**src/rtl/scan_chain_ctrl.sv**
```systemverilog
// scan_chain_ctrl: WIDTH-bit scan chain with an internal capture/shift/update sequencer.
// Optional feature macro: SCAN_PARITY_EN adds an even-parity cell at the chain tail.
// With the macro defined, a failing parity check blocks the update and raises PARITY_ERR.
module scan_chain_ctrl #(
  parameter int unsigned WIDTH = 16
) (
  input  logic             CLK,
  input  logic             RESET,
  input  logic             START,
  input  logic [1:0]       MODE,
  input  logic             SCAN_IN,
  input  logic [WIDTH-1:0] SCAN_CAPTURE_IN,
  output logic             SCAN_OUT,
  output logic [WIDTH-1:0] SCAN_OUT_UPDT,
  output logic             SHIFT_EN,
  output logic             BUSY,
  output logic             DONE,
  output logic             PARITY_ERR
);

`ifdef SCAN_PARITY_EN
  localparam int unsigned L = WIDTH + 1;
`else
  localparam int unsigned L = WIDTH;
`endif
  // One spare code above L-1 so the terminal-count compare never wraps.
  localparam int unsigned CW = $clog2(WIDTH + 2);

  typedef enum logic [2:0] {StIdle, StCapture, StShift, StUpdate, StFin} state_e;

  state_e           state_q, state_d;
  logic [L-1:0]     shift_q;
  logic [CW-1:0]    cnt_q;
  logic             upd_sel_q;
  logic [WIDTH-1:0] updt_q;
  logic             last_shift;
  logic [L-1:0]     capture_val;
`ifdef SCAN_PARITY_EN
  logic             perr_q;
`endif

  assign last_shift = (cnt_q == CW'(L - 1));

`ifdef SCAN_PARITY_EN
  assign capture_val = {^SCAN_CAPTURE_IN, SCAN_CAPTURE_IN};
`else
  assign capture_val = SCAN_CAPTURE_IN;
`endif

  // State register with synchronous active-low reset.
  always_ff @(posedge CLK) begin
    if (!RESET) state_q <= StIdle;
    else        state_q <= state_d;
  end

  // Next-state decode; START is only honoured in idle.
  always_comb begin
    state_d = state_q;
    case (state_q)
      StIdle:    if (START) state_d = MODE[0] ? StCapture : StShift;
      StCapture: state_d = StShift;
      StShift:   if (last_shift) state_d = upd_sel_q ? StUpdate : StFin;
      StUpdate:  state_d = StFin;
      StFin:     state_d = StIdle;
      default:   state_d = StIdle;
    endcase
  end

  // Datapath: chain, bit counter, mode latch, update register and parity flag.
  always_ff @(posedge CLK) begin
    if (!RESET) begin
      shift_q   <= '0;
      cnt_q     <= '0;
      upd_sel_q <= 1'b0;
      updt_q    <= '0;
`ifdef SCAN_PARITY_EN
      perr_q    <= 1'b0;
`endif
    end else begin
      case (state_q)
        StIdle: begin
          if (START) begin
            // Only the update selection is needed after acceptance.
            upd_sel_q <= MODE[1];
`ifdef SCAN_PARITY_EN
            perr_q    <= 1'b0;
`endif
          end
        end
        StCapture: shift_q <= capture_val;
        StShift: begin
          shift_q <= {SCAN_IN, shift_q[L-1:1]};
          cnt_q   <= last_shift ? '0 : cnt_q + CW'(1);
        end
        StUpdate: begin
`ifdef SCAN_PARITY_EN
          if (^shift_q) perr_q <= 1'b1;
          else          updt_q <= shift_q[WIDTH-1:0];
`else
          updt_q <= shift_q[WIDTH-1:0];
`endif
        end
        default: ;
      endcase
    end
  end

  // Outputs decoded from registered state only.
  always_comb begin
    SCAN_OUT      = shift_q[0];
    SCAN_OUT_UPDT = updt_q;
    SHIFT_EN      = (state_q == StShift);
    BUSY          = (state_q == StCapture) || (state_q == StShift) || (state_q == StUpdate);
    DONE          = (state_q == StFin);
`ifdef SCAN_PARITY_EN
    PARITY_ERR    = perr_q;
`else
    PARITY_ERR    = 1'b0;
`endif
  end

endmodule

```
**config.mk**
```make
export PLATFORM = sky130hd
export DESIGN_NAME = scan_chain_ctrl
export DESIGN_NICKNAME = d
export VERILOG_FILES = /design/src/rtl/scan_chain_ctrl.sv
export SDC_FILE = /design/constraint.sdc
export NUM_CORES = 1
export LEC_CHECK = 0
export CORE_MARGIN = 2
export CORE_UTILIZATION = 40
export DETAILED_ROUTE_END_ITERATION = 12
export PLACE_DENSITY_LB_ADDON = 0.1
export SLEW_MARGIN = 20
export SYNTH_ARGS = -nofsm -noshare
export SYNTH_HDL_FRONTEND = slang
export SYNTH_SLANG_ARGS = --single-unit
```
**constraint.sdc**
```tcl
create_clock -name CLK -period 3.5 [get_ports CLK]
set_input_delay 0.7 -clock CLK [delete_from_list [all_inputs] [get_ports CLK]]
set_output_delay 0.7 -clock CLK [all_outputs]
set_load 0.01 [all_outputs]
```
==> results of run 1 <==
[cell usage after synthesis (2+ instances only)]
cell type and count:
sky130_fd_sc_hd__a21oi_1 36, sky130_fd_sc_hd__a311oi_1 17, sky130_fd_sc_hd__nor2_1 4, sky130_fd_sc_hd__or3_1 2, sky130_fd_sc_hd__inv_2 2, sky130_fd_sc_hd__buf_2 4, sky130_fd_sc_hd__nand3b_1 3, sky130_fd_sc_hd__nand2_1 70
sky130_fd_sc_hd__clkbuf_1 11, sky130_fd_sc_hd__inv_1 2, sky130_fd_sc_hd__nor3_1 2, sky130_fd_sc_hd__buf_4 2, sky130_fd_sc_hd__o21ai_0 2, sky130_fd_sc_hd__dfxtp_1 41
[sequential cells by signal, summed over array words and instances (netlist names)]
name / count
cnt_q: 5
upd_sel_q: 1
shift_q: 16
state_q: 3
SCAN_OUT_UPDT: 16
[path summary, 6_finish.rpt]
path | slack (ns) | cells after the start | startpoint | end
max | 0.44 | 4 | state_q[1]$_SDFFE_PN0P_ | SHIFT_EN
min | 0.46 | 2 | SCAN_OUT_UPDT[13]$_SDFFE_PN0P_ | SCAN_OUT_UPDT[13]$_SDFFE_PN0P_
max reg2reg | 1.45 | 4 | state_q[0]$_SDFFE_PN0P_ | shift_q[12]$_SDFFE_PN0P_
min reg2reg | 0.46 | 2 | SCAN_OUT_UPDT[13]$_SDFFE_PN0P_ | SCAN_OUT_UPDT[13]$_SDFFE_PN0P_
[power breakdown]
| group | internal, uW | switching [uW] | total, uW |
|---|---|---|---|
| sequential | 506 | 37.9 | 544 |
| clock | 142 | 153 | 295 |
| combinational | 88.7 | 98.9 | 188 |
| total | 736 | 290 | 1030 |
[final cells by class]
| class | instances | area (um^2) |
|---|---|---|
| fill | 401 | 1866 |
| sequential | 41 | 820.8 |
| multi-input combinational | 155 | 817.0 |
| timing repair buffer | 43 | 425.4 |
| clock buffer | 8 | 80.08 |
| tap | 50 | 62.56 |
| inverter | 4 | 15.01 |
[routing by layer]
metal	global-route usage, %	routed length, um	vias to the layer above
met2	23.70	1669	46
met5	0	0	-
met1	23.97	1971	726
li1	-	-	828
met3	3.924	197	6
met4	7.265	48	0
[logic make-up after synthesis]
kind of cell | after synthesis | synth area share [%]
compound gates | 60 | 22.01
xor+xnor | 1 | 0.5051
other cells | 1 | 0.2162
buf+inv | 22 | 5.555
fa+ha+maj | 1 | 0.7214
simple gates | 91 | 23.09
flops | 41 | 47.33
mux | 1 | 0.5772
[stage by stage]
stage,power (uW),instances,hold WS [ns]
final,1026,301,0.4560
after global routing,1082,301,0.4802
after CTS,1033,301,0.4582
after detailed placement,741.1,293,0.4480
after global placement,740.1,293,0.4430
after floorplan,674.3,218,0.4257
[tightest hold or removal path, delay by kind of cell (launching register included)]
kind,cells,cell delay (ns)
flops,1,0.31
simple gates,1,0.05
compound gates,1,0.05
==> impl_metrics.env, run 1 <==
export IMPL_synth_area_per_cell_um2=7.955
export IMPL_cts_root_buffer_cell="sky130_fd_sc_hd__clkbuf_8"
export IMPL_max_cap_violations=0
export IMPL_detail_route_iter0_violations=122
export IMPL_chipWidth_um=69.85
export IMPL_worst_path_dominant_cell_family="buffers and inverters"
export IMPL_detailroute_via_count=1606
export IMPL_post_synth_inst_count=218
export IMPL_crit_path_end_kind="output pin"
export IMPL_rsz_0062_raised_after_global_routing="no"
export IMPL_areaGrowthSynthToFinish_pct=28.07
export IMPL_ys_async_sr_fraction_pct=0
export IMPL_post_synth_instance_area_um2=1734
export IMPL_route_final_wire_length_mm=3.886
export IMPL_routabilityCongestion=0.7836
export IMPL_yosys_cell_types_count=34
export IMPL_status="finished clean"
export IMPL_place_ws_ns=0.7615
export IMPL_detail_route_vias_per_cell=5.336
export IMPL_num_io_pins=43
export IMPL_cts_buffers=5
export IMPL_first_global_vias=1449
export IMPL_ant_nets=0
export IMPL_critPathKind="flop to output pin"
export IMPL_p_leak_uw=0.0007697
export IMPL_final_nets=273
export IMPL_timing_critical_path_cells="or3b_1, buf_4, inv_2, clkdlybuf4s50_1"
export IMPL_drv_slew=0
export IMPL_h_tree_depth=2
export IMPL_layout_worst_path_cycle_share_pct=87.31
export IMPL_grt_pass1_wl_mm=6.693
export IMPL_site_row_count=23
export IMPL_cts_max_path_buffers=2
export IMPL_timing_final_ws_setup_ns=0.4441
export IMPL_layout_cell_area_non_filler_um2=2221
export IMPL_slew_limit_headroom_pct=44.33
export IMPL_yosys_area_top_type_share_pct=47.33
export IMPL_grt_start_max_net_pins=38
export IMPL_critical_path_slowest_cell="sky130_fd_sc_hd__clkdlybuf4s50_1"
export IMPL_timing_final_crit_period_ns=3.056
export IMPL_worst_path_max_fanout=22
export IMPL_setup_tns_ns=0
export IMPL_insertion_delay_ns=0.29
export IMPL_total_of_flip_flops_plus_latches_after_synthesis=41
export IMPL_critical_path_max_stage_delay_ns=0.60
export IMPL_startpoint_type="flop"
export IMPL_core_um2=4086
export IMPL_critPathArrivalTime_ns=2.36
export IMPL_drt_pass1_iter_count=4
export IMPL_antenna_diode_count=0
export IMPL_detail_route_wl_per_cell_um=12.91
export IMPL_dp_final_hpwl_mm=2.597
export IMPL_placement_io_buffers=41
export IMPL_drive_above_1_share_pct=3.586
export IMPL_cts_repair_resized=0
export IMPL_clock_skew_ns=0.004515
export IMPL_die_h_um=69.85
export IMPL_synth_top_cells_by_area="sky130_fd_sc_hd__dfxtp_1 (47%), sky130_fd_sc_hd__nand2_1 (15%), sky130_fd_sc_hd__a21oi_1 (10%), sky130_fd_sc_hd__a311oi_1 (8.6%), sky130_fd_sc_hd__clkbuf_1 (2.4%)"
export IMPL_tightestPinTransition_ns=0.8345
export IMPL_initial_antenna_violation_count=0
export IMPL_post_route_drc_count=0
export IMPL_post_cts_setup_buffer_count=0
export IMPL_critical_path_buf_inv_count=3
export IMPL_cts_hold_buffers=0
export IMPL_synth_sequential_area_ratio_pct=47.33
export IMPL_synthesis_nets=241
export IMPL_final_util_pct=54.35
export IMPL_netlist_top_cell_by_area="sky130_fd_sc_hd__dfxtp_1"
export IMPL_grtUsageTotal_pct=16.70
export IMPL_setup_viol=0
export IMPL_cts_tree="built"
export IMPL_finalHoldViolations=0
export IMPL_top_library_cells_by_usage_in_the_layout_fill_and_taps_aside="sky130_fd_sc_hd__nand2_1 (70), sky130_fd_sc_hd__dfxtp_1 (41), sky130_fd_sc_hd__clkdlybuf4s50_1 (41)"
export IMPL_synth_edff_count=0
export IMPL_cp_data_required_time_ns=2.80
export IMPL_ys_dominant_reg_cell="sky130_fd_sc_hd__dfxtp_1"
export IMPL_timing_fmax_ghz=0.3272
export IMPL_grt_ovfl_total=0
export IMPL_area_of_the_die_um2=4878
export IMPL_initial_core_util_pct=42.44
export IMPL_min_delay_path_class="flop to flop"
export IMPL_final_common_cell="sky130_fd_sc_hd__nand2_1"
export IMPL_cellPowerDensity_nw_per_um2=462.1
export IMPL_dpl_cell_area_um2=2141
export IMPL_vdd_ir_drop_worst_v=0.0002896
export IMPL_path_clk_slew_ns=0.07
export IMPL_cts_num_sinks=41
export IMPL_ys_warn_count=0
No activity file was read; power rests on OpenSTA's default activity.
==> run 2, diff against run 1 <==
==> constraint.sdc (replaced) <==
create_clock -name CLK -period 3.1 [get_ports CLK]
set_input_delay 0.62 -clock CLK [delete_from_list [all_inputs] [get_ports CLK]]
set_output_delay 0.62 -clock CLK [all_outputs]
set_load 0.01 [all_outputs]
==> impl_metrics.env, run 2 (same netlist as run 1, synthesis figures left out) <==
export IMPL_antenna_diode_count=0
export IMPL_share_clk_of_total_power_pct=31.9
export IMPL_grt_pass1_wl_mm=7.127
export IMPL_critical_path_max_stage_delay_ns=0.60
export IMPL_crit_path_end_kind="output pin"
export IMPL_post_cts_setup_buffer_count=0
export IMPL_path_clk_slew_ns=0.08
export IMPL_initial_antenna_violation_count=0
export IMPL_detail_route_wl_per_cell_um=13.40
export IMPL_dp_final_hpwl_mm=2.608
export IMPL_timing_final_crit_period_ns=2.810
export IMPL_cts_tree="built"
export IMPL_timing_fmax_ghz=0.3559
export IMPL_grtUsageTotal_pct=18.02
export IMPL_startpoint_type="flop"
export IMPL_tightestPinTransition_ns=0.8596
export IMPL_max_cap_violations=0
export IMPL_power_combinational_fraction_pct=17.5
export IMPL_areaGrowthSynthToFinish_pct=29.73
export IMPL_detail_route_iter0_violations=156
export IMPL_area_of_the_die_um2=4878
export IMPL_die_h_um=69.85
export IMPL_setup_viol=0
export IMPL_netSwitchingPower_uw=342.9
export IMPL_chipWidth_um=69.85
export IMPL_timing_final_ws_setup_ns=0.2905
export IMPL_placement_io_buffers=41
export IMPL_place_ws_ns=0.6124
export IMPL_ant_nets=0
export IMPL_min_delay_path_class="flop to flop"
export IMPL_vdd_ir_drop_worst_v=0.0002046
export IMPL_p_leak_uw=0.0007886
export IMPL_post_route_drc_count=0
export IMPL_power_switching_share_pct=28.21
export IMPL_layout_worst_path_cycle_share_pct=90.63
export IMPL_core_um2=4086
export IMPL_critPathArrivalTime_ns=2.19
export IMPL_timing_critical_path_cells="or3b_1, inv_2, clkdlybuf4s50_1"
export IMPL_site_row_count=23
export IMPL_share_of_power_burned_in_registers_pct=50.5
export IMPL_grt_start_max_net_pins=38
export IMPL_clock_skew_ns=0.004795
export IMPL_cts_hold_buffers=0
export IMPL_status="finished clean"
export IMPL_cts_buffers=5
export IMPL_cts_repair_resized=0
export IMPL_p_int_uw=872.6
export IMPL_cellPowerDensity_nw_per_um2=540.3
export IMPL_final_common_cell="sky130_fd_sc_hd__nand2_1"
export IMPL_cts_root_buffer_cell="sky130_fd_sc_hd__clkbuf_8"
export IMPL_initial_core_util_pct=42.44
export IMPL_insertion_delay_ns=0.30
export IMPL_top_library_cells_by_usage_in_the_layout_fill_and_taps_aside="sky130_fd_sc_hd__nand2_1 (70), sky130_fd_sc_hd__dfxtp_1 (41), sky130_fd_sc_hd__clkdlybuf4s50_1 (41)"
export IMPL_route_final_wire_length_mm=4.048
export IMPL_drv_slew=0
export IMPL_slew_limit_headroom_pct=42.66
export IMPL_first_global_vias=1498
export IMPL_detail_route_vias_per_cell=5.348
export IMPL_cts_max_path_buffers=2
export IMPL_detailroute_via_count=1615
export IMPL_final_nets=274
export IMPL_setup_tns_ns=0
export IMPL_cts_num_sinks=41
export IMPL_rsz_0062_raised_after_global_routing="no"
export IMPL_critical_path_slowest_cell="sky130_fd_sc_hd__clkdlybuf4s50_1"
export IMPL_grt_ovfl_total=0
export IMPL_routabilityCongestion=0.7207
export IMPL_h_tree_depth=2
export IMPL_drt_pass1_iter_count=4
export IMPL_cp_data_required_time_ns=2.48
export IMPL_drive_above_1_share_pct=5.159
export IMPL_num_io_pins=43
export IMPL_critPathKind="flop to output pin"
export IMPL_worst_path_max_fanout=20
export IMPL_finalHoldViolations=0
-- run 2: cell types whose count changed in the layout (fill, tap and decap cells not counted) --
| cell | delta |
|---|---|
| sky130_fd_sc_hd__clkbuf_8 | +2 |
| sky130_fd_sc_hd__clkinv_2 | +1 |
| sky130_fd_sc_hd__clkbuf_1 | -3 |
| sky130_fd_sc_hd__buf_4 | +1 |
-- run 2: path summary, 6_finish.rpt --
check	from	to	slack, ns	cells after the start
setup reg to reg	state_q[0]$_SDFFE_PN0P_	shift_q[12]$_SDFFE_PN0P_	1.01	4
hold / removal	SCAN_OUT_UPDT[11]$_SDFFE_PN0P_	SCAN_OUT_UPDT[11]$_SDFFE_PN0P_	0.45	2
hold reg to reg	SCAN_OUT_UPDT[11]$_SDFFE_PN0P_	SCAN_OUT_UPDT[11]$_SDFFE_PN0P_	0.45	2
setup / recovery	state_q[1]$_SDFFE_PN0P_	SHIFT_EN	0.29	3
-- run 2: critical path, delay by kind of cell, from the launching register on --
kind,cells,cell delay (ns)
buffers and inverters,2,0.88
and+or+nand+nor,1,0.42
DFF,1,0.58
-- run 2: area by class of cell --
| class | instances | area [um^2] |
|---|---|---|
| Clock buffer | 7 | 96.34 |
| Inverter | 4 | 15.01 |
| Timing Repair Buffer | 44 | 432.9 |
| Clock inverter | 1 | 5.005 |
| Fill cell | 398 | 1837 |
| Tap cell | 50 | 62.56 |
| Multi-Input combinational cell | 155 | 817.0 |
| Sequential cell | 41 | 820.8 |
-- run 2: through the flow --
stage	cell area (um^2)	util [%]	power (uW)	cells	hold WS, ns
4_1_cts	2250	55.05	1221	302	0.4583
5_1_grt	2250	55.05	1281	302	0.4764
3_5_place_dp	2148	52.57	837.5	294	0.4472
6_report	2250	55.05	1215	302	0.4540
3_3_place_gp	2148	52.57	836.4	294	0.4422
2_1_floorplan	1734	-	761.4	218	0.4257
-- run 2: power groups by stage --
stage | registers (uW) | clock network [uW] | logic [uW]
final | 614 | 388 | 213
after global routing | 622 | 420 | 239
after CTS | 613 | 393 | 214
after detailed placement | 625 | 0 | 213
after global placement | 625 | 0 | 211
after floorplan | 611 | 0 | 151
-- run 2: metal layers --
layer / share of wire [%] / global-route usage (%) / vias up
met3: 4.6 / 5.378 / 8
met1: 50 / 24.98 / 747
met4: 1.5 / 5.556 / 0
li1: - / - / 823
met2: 43 / 26.88 / 37
met5: 0 / 0 / -
==> run 3, diff against run 2 <==
--- a/config.mk
+++ b/config.mk
@@ -8,6 +8,7 @@
 export CORE_MARGIN = 2
 export CORE_UTILIZATION = 40
 export DETAILED_ROUTE_END_ITERATION = 12
+export DONT_BUFFER_PORTS = 1
 export PLACE_DENSITY_LB_ADDON = 0.1
 export SLEW_MARGIN = 20
 export SYNTH_ARGS = -nofsm -noshare
==> impl_metrics.env, run 3 (same netlist as run 1, synthesis figures left out) <==
export IMPL_status="finished clean"
export IMPL_min_delay_path_class="input port to flop"
export IMPL_p_leak_uw=0.0006293
export IMPL_clock_skew_ns=0.003157
export IMPL_grtUsageTotal_pct=16.61
export IMPL_drive_above_1_share_pct=5.263
export IMPL_ant_nets=0
export IMPL_h_tree_depth=2
export IMPL_timing_critical_path_cells="or3b_1, inv_2"
export IMPL_tightestPinTransition_ns=0.8840
export IMPL_cellPowerDensity_nw_per_um2=640.4
export IMPL_worst_path_max_fanout=22
export IMPL_final_nets=231
export IMPL_cts_buffers=5
export IMPL_final_util_pct=44.64
export IMPL_share_of_power_burned_in_registers_pct=52.7
export IMPL_site_row_count=23
export IMPL_finalHoldViolations=0
export IMPL_worst_hold_path_num_cells=2
export IMPL_cp_data_required_time_ns=2.48
export IMPL_first_global_vias=1364
export IMPL_timing_hold_worst_start="RESET"
export IMPL_core_um2=4086
export IMPL_fin_worst_hold_slack_ns=0.4522
export IMPL_insertion_delay_ns=0.29
export IMPL_post_cts_setup_buffer_count=0
export IMPL_critPathKind="flop to output pin"
export IMPL_setup_tns_ns=0
export IMPL_drt_pass1_iter_count=5
export IMPL_critical_path_slowest_cell="sky130_fd_sc_hd__or3b_1"
export IMPL_share_clk_of_total_power_pct=33.0
export IMPL_critical_path_max_stage_delay_ns=0.71
export IMPL_numPlacedInstances=251
export IMPL_routabilityCongestion=0.7756
export IMPL_cts_max_path_buffers=2
export IMPL_initial_antenna_violation_count=0
export IMPL_top_library_cells_by_usage_in_the_layout_fill_and_taps_aside="sky130_fd_sc_hd__nand2_1 (70), sky130_fd_sc_hd__dfxtp_1 (41), sky130_fd_sc_hd__a21oi_1 (36)"
export IMPL_detail_route_vias_per_cell=5.849
export IMPL_path_clk_slew_ns=0.08
export IMPL_worst_hold_path_endpoint="cnt_q[4]$_SDFFE_PN0N_"
export IMPL_areaGrowthSynthToFinish_pct=5.195
export IMPL_post_route_drc_count=0
export IMPL_startpoint_type="flop"
export IMPL_detailroute_via_count=1515
export IMPL_die_h_um=69.85
export IMPL_detail_route_wl_per_cell_um=15.75
export IMPL_critPathArrivalTime_ns=2.01
export IMPL_max_cap_violations=0
export IMPL_area_of_the_die_um2=4878
export IMPL_reg2reg_setup_slack_ns=0.88
export IMPL_instances_no_fill=259
export IMPL_placement_io_buffers=0
export IMPL_antenna_diode_count=0
export IMPL_layout_worst_path_cycle_share_pct=84.94
export IMPL_crit_path_end_kind="output pin"
export IMPL_detail_route_iter0_violations=130
export IMPL_power_switching_share_pct=28.57
export IMPL_rsz_0062_raised_after_global_routing="no"
export IMPL_route_final_wire_length_mm=4.080
export IMPL_worst_r2r_path_depth=4
export IMPL_dp_final_hpwl_mm=2.643
export IMPL_setup_viol=0
export IMPL_power_combinational_fraction_pct=14.3
export IMPL_p_int_uw=834.5
export IMPL_cts_repair_resized=0
export IMPL_timing_final_ws_setup_ns=0.4669
export IMPL_initial_core_util_pct=42.44
export IMPL_slew_limit_headroom_pct=41.04
export IMPL_timing_final_crit_period_ns=2.633
export IMPL_final_common_cell="sky130_fd_sc_hd__nand2_1"
export IMPL_drv_slew=0
export IMPL_grt_pass1_wl_mm=6.520
export IMPL_place_ws_ns=0.7970
export IMPL_cts_num_sinks=41
export IMPL_r2r_start="state_q[1]$_SDFFE_PN0P_"
export IMPL_num_io_pins=43
export IMPL_cts_hold_buffers=0
export IMPL_vdd_ir_drop_worst_v=0.0003308
export IMPL_netSwitchingPower_uw=333.8
export IMPL_grt_start_max_net_pins=38
export IMPL_chipWidth_um=69.85
export IMPL_cts_root_buffer_cell="sky130_fd_sc_hd__clkbuf_8"
export IMPL_reg2reg_to="cnt_q[3]$_SDFFE_PN0N_"
export IMPL_cts_tree="built"
export IMPL_grt_ovfl_total=0
export IMPL_timing_fmax_ghz=0.3798
## run 3: cell type report
type                            count  area (um^2)
Tap cell                           50        62.56
Fill cell                         415         2262
Inverter                            4        15.01
Multi-Input combinational cell    155        817.0
Clock inverter                      1        5.005
Timing Repair Buffer                1        7.507
Clock buffer                        7        96.34
Sequential cell                    41        820.8
## run 3: worst max-delay path by stage
stage	startpoint	end	slack, ns	cells past startpoint
global placement	state_q[1]$_SDFFE_PN0P_	SHIFT_EN	0.83	2
floorplan	state_q[1]$_SDFFE_PN0P_	SHIFT_EN	1.47	3
finish	state_q[1]$_SDFFE_PN0P_	SHIFT_EN	0.47	2
detailed placement	state_q[1]$_SDFFE_PN0P_	SHIFT_EN	0.80	2
CTS	state_q[1]$_SDFFE_PN0P_	SHIFT_EN	0.48	2
global route	state_q[1]$_SDFFE_PN0P_	SHIFT_EN	0.34	2
## run 3: per-stage QoR
step           area, um^2  total power, uW
2_1_floorplan        1734            761.4
3_3_place_gp         1723            785.5
3_5_place_dp         1723            792.0
4_1_cts              1824             1175
5_1_grt              1824             1232
6_report             1824             1168
## run 3: worst max-delay path, delay by kind of cell, from the launching register on
family | cells | cell delay [ns]
flops | 1 | 0.57
buf+inv | 1 | 0.43
simple gates | 1 | 0.71
## run 3: routing by layer
metal	part of all wire, %	wire, um	GRT usage, %	vias to the layer above
li1	-	-	-	745
met4	1.4	57	5.769	0
met3	7.1	291	6.105	10
met1	47	1927	22.29	705
met2	44	1803	24.55	55
met5	0	0	0	-
## run 3: power groups by stage
stage,sequential [uW],combinational [uW],clock [uW]
2_1_floorplan,611,151,0
3_3_place_gp,626,159,0
3_5_place_dp,627,165,0
4_1_cts,614,165,396
5_1_grt,623,186,423
6_report,616,167,386
